--- config.mk ---
export PLATFORM = sky130hd
export DESIGN_NAME = alu_issue
export DESIGN_NICKNAME = d
export VERILOG_FILES = /design/src/rtl/alu_issue.sv
export SDC_FILE = /design/constraint.sdc
export NUM_CORES = 1
export LEC_CHECK = 0
export BUFFER_PORTS_ARGS = -buffer_cell sky130_fd_sc_hd__buf_4
export CAP_MARGIN = 0
export CORE_ASPECT_RATIO = 0.8
export CORE_MARGIN = 5
export CORE_UTILIZATION = 28
export CTS_BUF_LIST = sky130_fd_sc_hd__clkbuf_4
export DETAILED_ROUTE_END_ITERATION = 8
export GPL_TIMING_DRIVEN = 0
export PLACE_DENSITY_LB_ADDON = 0.2
export SETUP_SLACK_MARGIN = 0.5
export SYNTH_ARGS = -nofsm -noshare
export SYNTH_HDL_FRONTEND = slang
export SYNTH_SLANG_ARGS = --single-unit
--- constraint.sdc ---
create_clock -name Clk -period 2.2 [get_ports Clk]
set_input_delay 0.11 -clock Clk [delete_from_list [all_inputs] [get_ports Clk]]
set_output_delay 0.11 -clock Clk [all_outputs]
set_load 0.05 [all_outputs]
--- src/rtl/alu_issue.sv ---
// Execute-stage issue block: decodes ALU control, buffers entries in a 2-deep skid buffer.
// Define ALU_ISSUE_FWD_EN to forward the last retired ALU result into operands at accept.
module alu_issue #(
    parameter int unsigned DW = 32,
    parameter int unsigned RW = 5,
    parameter int unsigned CW = 16
) (
    input  logic          Clk,
    input  logic          Reset,
    input  logic          in_valid,
    output logic          in_ready,
    input  logic [1:0]    in_alu_op,
    input  logic [5:0]    in_funct,
    input  logic [DW-1:0] in_src1,
    input  logic [DW-1:0] in_src2,
    input  logic [RW-1:0] in_rs,
    input  logic [RW-1:0] in_rt,
    input  logic [RW-1:0] in_dst,
    output logic          out_valid,
    input  logic          out_ready,
    output logic [DW-1:0] alu_src1,
    output logic [DW-1:0] alu_src2,
    output logic [2:0]    alu_ctr,
    output logic [RW-1:0] out_dst,
    input  logic [DW-1:0] alu_result,
    output logic          illegal_funct,
    output logic [CW-1:0] issue_cnt
);

    logic          accept, fire;
    logic [2:0]    dec_ctr;
    logic          dec_illegal;
    logic [DW-1:0] new_src1, new_src2;

    logic          s_valid, s_valid_nxt, s_load, s_drain;
    logic [DW-1:0] s_src1, s_src2;
    logic [2:0]    s_ctr;
    logic [RW-1:0] s_dst;

    assign accept = in_valid & in_ready;
    assign fire   = out_valid & out_ready;

    always_comb begin
        dec_ctr     = 3'b010;
        dec_illegal = 1'b0;
        case (in_alu_op)
            2'b00: dec_ctr = 3'b010;
            2'b01: dec_ctr = 3'b110;
            2'b11: dec_ctr = 3'b001;
            default: begin
                case (in_funct)
                    6'b100000: dec_ctr = 3'b010;
                    6'b100010: dec_ctr = 3'b110;
                    6'b100100: dec_ctr = 3'b000;
                    6'b100101: dec_ctr = 3'b001;
                    6'b101010: dec_ctr = 3'b111;
                    default:   dec_illegal = 1'b1;
                endcase
            end
        endcase
    end

`ifdef ALU_ISSUE_FWD_EN
    logic          rec_valid;
    logic [RW-1:0] last_dst;
    logic [DW-1:0] last_res;

    // The result retiring this very cycle is newer than the stored record.
    always_comb begin
        new_src1 = in_src1;
        new_src2 = in_src2;
        if (in_rs != '0) begin
            if (fire && out_dst == in_rs)
                new_src1 = alu_result;
            else if (rec_valid && last_dst == in_rs)
                new_src1 = last_res;
        end
        if (in_rt != '0) begin
            if (fire && out_dst == in_rt)
                new_src2 = alu_result;
            else if (rec_valid && last_dst == in_rt)
                new_src2 = last_res;
        end
    end

    always_ff @(posedge Clk) begin
        if (Reset) begin
            rec_valid <= 1'b0;
            last_dst  <= '0;
            last_res  <= '0;
        end else if (fire) begin
            rec_valid <= 1'b1;
            last_dst  <= out_dst;
            last_res  <= alu_result;
        end
    end
`else
    logic unused_fwd;
    assign unused_fwd = ^{alu_result, in_rs, in_rt};
    assign new_src1   = in_src1;
    assign new_src2   = in_src2;
`endif

    // S fills only when O is held; it drains whenever O fires.
    assign s_load      = accept & out_valid & ~out_ready;
    assign s_drain     = fire & s_valid;
    assign s_valid_nxt = s_load | (s_valid & ~s_drain);

    always_ff @(posedge Clk) begin
        if (Reset) begin
            in_ready      <= 1'b0;
            out_valid     <= 1'b0;
            alu_src1      <= '0;
            alu_src2      <= '0;
            alu_ctr       <= 3'b010;
            out_dst       <= '0;
            s_valid       <= 1'b0;
            s_src1        <= '0;
            s_src2        <= '0;
            s_ctr         <= 3'b010;
            s_dst         <= '0;
            illegal_funct <= 1'b0;
            issue_cnt     <= '0;
        end else begin
            s_valid  <= s_valid_nxt;
            in_ready <= ~s_valid_nxt;
            if (s_drain) begin
                alu_src1 <= s_src1;
                alu_src2 <= s_src2;
                alu_ctr  <= s_ctr;
                out_dst  <= s_dst;
            end else if (accept && (!out_valid || out_ready)) begin
                out_valid <= 1'b1;
                alu_src1  <= new_src1;
                alu_src2  <= new_src2;
                alu_ctr   <= dec_ctr;
                out_dst   <= in_dst;
            end else if (s_load) begin
                s_src1 <= new_src1;
                s_src2 <= new_src2;
                s_ctr  <= dec_ctr;
                s_dst  <= in_dst;
            end else if (fire) begin
                out_valid <= 1'b0;
            end
            if (accept && dec_illegal)
                illegal_funct <= 1'b1;
            if (fire)
                issue_cnt <= issue_cnt + 1'b1;
        end
    end

endmodule

==> reports/metrics.yaml <==
synth-edff-count: 0
p_leak_uw: 0.00360
pre_cts_ws_ns: -0.150
synth_area_mm2: 0.00598
ys_top_cells_by_area: "dfxtp_1, a222oi_1, nand2_1"
ys_async_sr_fraction: 0
worstSetupEndpointType: "flop"
grt_usage: 0.162
clk_latency_ns: 0.56
synth_xor_area_frac: 0.0161
cts_num_sinks: 164
grt_pass1_wl_mm: 31.9
cp.arrival_ns: 2.15
report.final.slew_viol_count: 0
synth_area_per_cell_um2: 8.80
r2r_start: "out_valid"
vias: 6124
synth_top_family_by_area: "compound AO/OA/AOI/OAI gates"
synthAdderAreaFrac: 0.00209
vias_per_cell: 4.91
final_cells: 1246
min_from: "in_funct[5]"
drtIter0Drc: 678
min_path_type: "in2reg"
reg2reg_depth: 4
area_growth_pct: 51.5
postLayoutCoreUtil: 0.434
hold_slack_ns: 0.0486
clkTransAtPathRegs_ns: 0.14
cp-start-kind: "flop"
numPlacedInstances: 1118
drt-pass1-iter-count: 9
outcome: "finished, final reports clean"
min_period_ns: 1.66
worstSetupEndpoint: "issue_cnt[15]"
ioPinCount: 214
yosys-top-cells-count: "dfxtp_1, nand2_1, nor2_1"
cts_root_buf: "clkbuf_4"
initial_utilization: 0.287
fin_crit_sh: 0.756
synth.most_common_cell: "dfxtp_1"
peakVddDrop_v: 0.000297
setup_viol: 0
wl_per_cell_um: 16.4
fmax_ghz: 0.601
synth_top_area_frac: 0.549
cp-startpoint: "out_valid"
reg2reg_setup_slack_ns: 0.54
yosys.area_share.simple: 0.193
path_class: "reg2reg"
max_slew_margin: 0.524
overflow: 0
ant_nets: 0
ys_seq_area_frac: 0.549
dp_hpwl_mm: 14.2
final_layout_size_suffix_gt1_frac: 0.284
grt_pass1_vias: 5840
syn_nets: 804
h-tree-depth: 4
wirelength_mm: 20.4
setup_ws_ns: 0.536
synth.area.mux_share: 0
synth_area_leader_cell: "dfxtp_1"
fin_area_mm2: 0.00906
r2r-end: "issue_cnt[15]"
ys_types: 40
cp_max_fo: 6
dieHeight_um: 141
port_buffers: 169
gp_congestion: 0.781
power.density_mw_per_mm2: 669
fin_nets: 1087
fin_skew_ns: 0.0173
core_area_mm2: 0.0209
tightest_slew_ns: 0.714
rsz0062_at_grt: "true"
drc_errors: 0
cts_inserted_buffers: 17
die_w_um: 173
rows: 47
ys_ff_latch: 164
cap_violations: 0
crit_required_ns: 2.68
cts_tree: "yes"
grt_max_degree: 17
hold_violations: 0
clock_path_buffers: 2
post_dp_cell_area_mm2: 0.00762
syn_inst: 680
synth_compound_area_frac: 0.201
ys.flop_type: "dfxtp_1"
die_area_mm2: 0.0244
yosys_warnings: 0
grt_antenna_before_repair: 1
==> layer usage <==
| layer | up-vias | part of all wire | global-route usage |
|---|---|---|---|
| met5 | - | 0 | 0 |
| met4 | 0 | 0.0081 | 0.0420 |
| met3 | 11 | 0.058 | 0.0351 |
| met2 | 199 | 0.47 | 0.258 |
| met1 | 2890 | 0.46 | 0.223 |
| li1 | 3024 | - | - |
==> placed cells by master (no fill, tap or decap), types with 6 or more instances in the layout <==
cell	synthesis	layout
a21oi_1	79	77
clkbuf_2	0	18
dlygate4sd3_1	0	81
nand2_1	150	149
buf_4	0	183
clkbuf_4	0	27
a222oi_1	70	70
clkbuf_1	54	17
nand3_1	8	8
nor3_1	6	6
dfxtp_1	164	151
xnor2_1	6	6
nor2_1	92	90
dfxtp_4	0	9
==> metrics by stage <==
stage,setup TNS (ns),power (uW)
detailed placement,-6.52,3960
finish,0,6060
floorplan,0,3610
CTS,0,6140
global placement,-5.61,3960
global route,0,6330
==> area by class of cell <==
| class | instances | area [um^2] |
|---|---|---|
| antenna | 1 | 2.50 |
| buffer | 57 | 340 |
| clock buffer | 17 | 128 |
| clock inverter | 15 | 200 |
| fill | 2091 | 11800 |
| inverter | 5 | 18.8 |
| multi-input combinational | 454 | 2520 |
| sequential | 164 | 3320 |
| tap | 269 | 337 |
| timing repair buffer | 264 | 2200 |
==> repair_timing <==
| action | CTS | global route |
|---|---|---|
| setup endpoints to repair | 145 | 144 |
| pin swaps | 1 | 7 |
| hold endpoints to repair | 148 | 0 |
| gates resized for setup | 58 | 30 |
| setup buffers | 3 | 11 |
| hold buffers | 81 | 0 |
==> logic make-up after synthesis <==
logic type               Yosys count
buffers and inverters             62
adder cells (fa/ha/maj)            1
AO/OA/AOI/OAI                    163
flip-flops                       164
XOR/XNOR                          11
AND/OR/NAND/NOR                  279
==> power breakdown <==
group	internal, uW	switching (uW)
Clock	912	1110
Sequential	3040	50.7
Combinational	393	552
==> flip-flops by register name, indices dropped and copies added, names as in the netlist, 3 cells and up <==
register   flops
s_src1        32
s_ctr          3
issue_cnt     16
out_dst        5
s_dst          5
alu_src2      32
alu_src1      32
s_src2        32
alu_ctr        3
==> critical path, cell delays in order (launching register included) <==
cell and delay, ns:
dfxtp_4 0.41, nand3_4 0.10, or4_4 0.58, or3_4 0.38
a21oi_2 0.12
==> worst min path at each step <==
stage | end | slack (ns) | depth (start not counted)
after floorplan | s_dst[0] | 0.25 | 2
after global placement | alu_src2[1] | 0.36 | 3
after detailed placement | alu_src2[7] | 0.36 | 3
after CTS | s_ctr[0] | 0.002 | 4
after global routing | s_ctr[0] | 0.05 | 4
final | s_ctr[0] | 0.05 | 4
(Power assumes the default switching activity.)
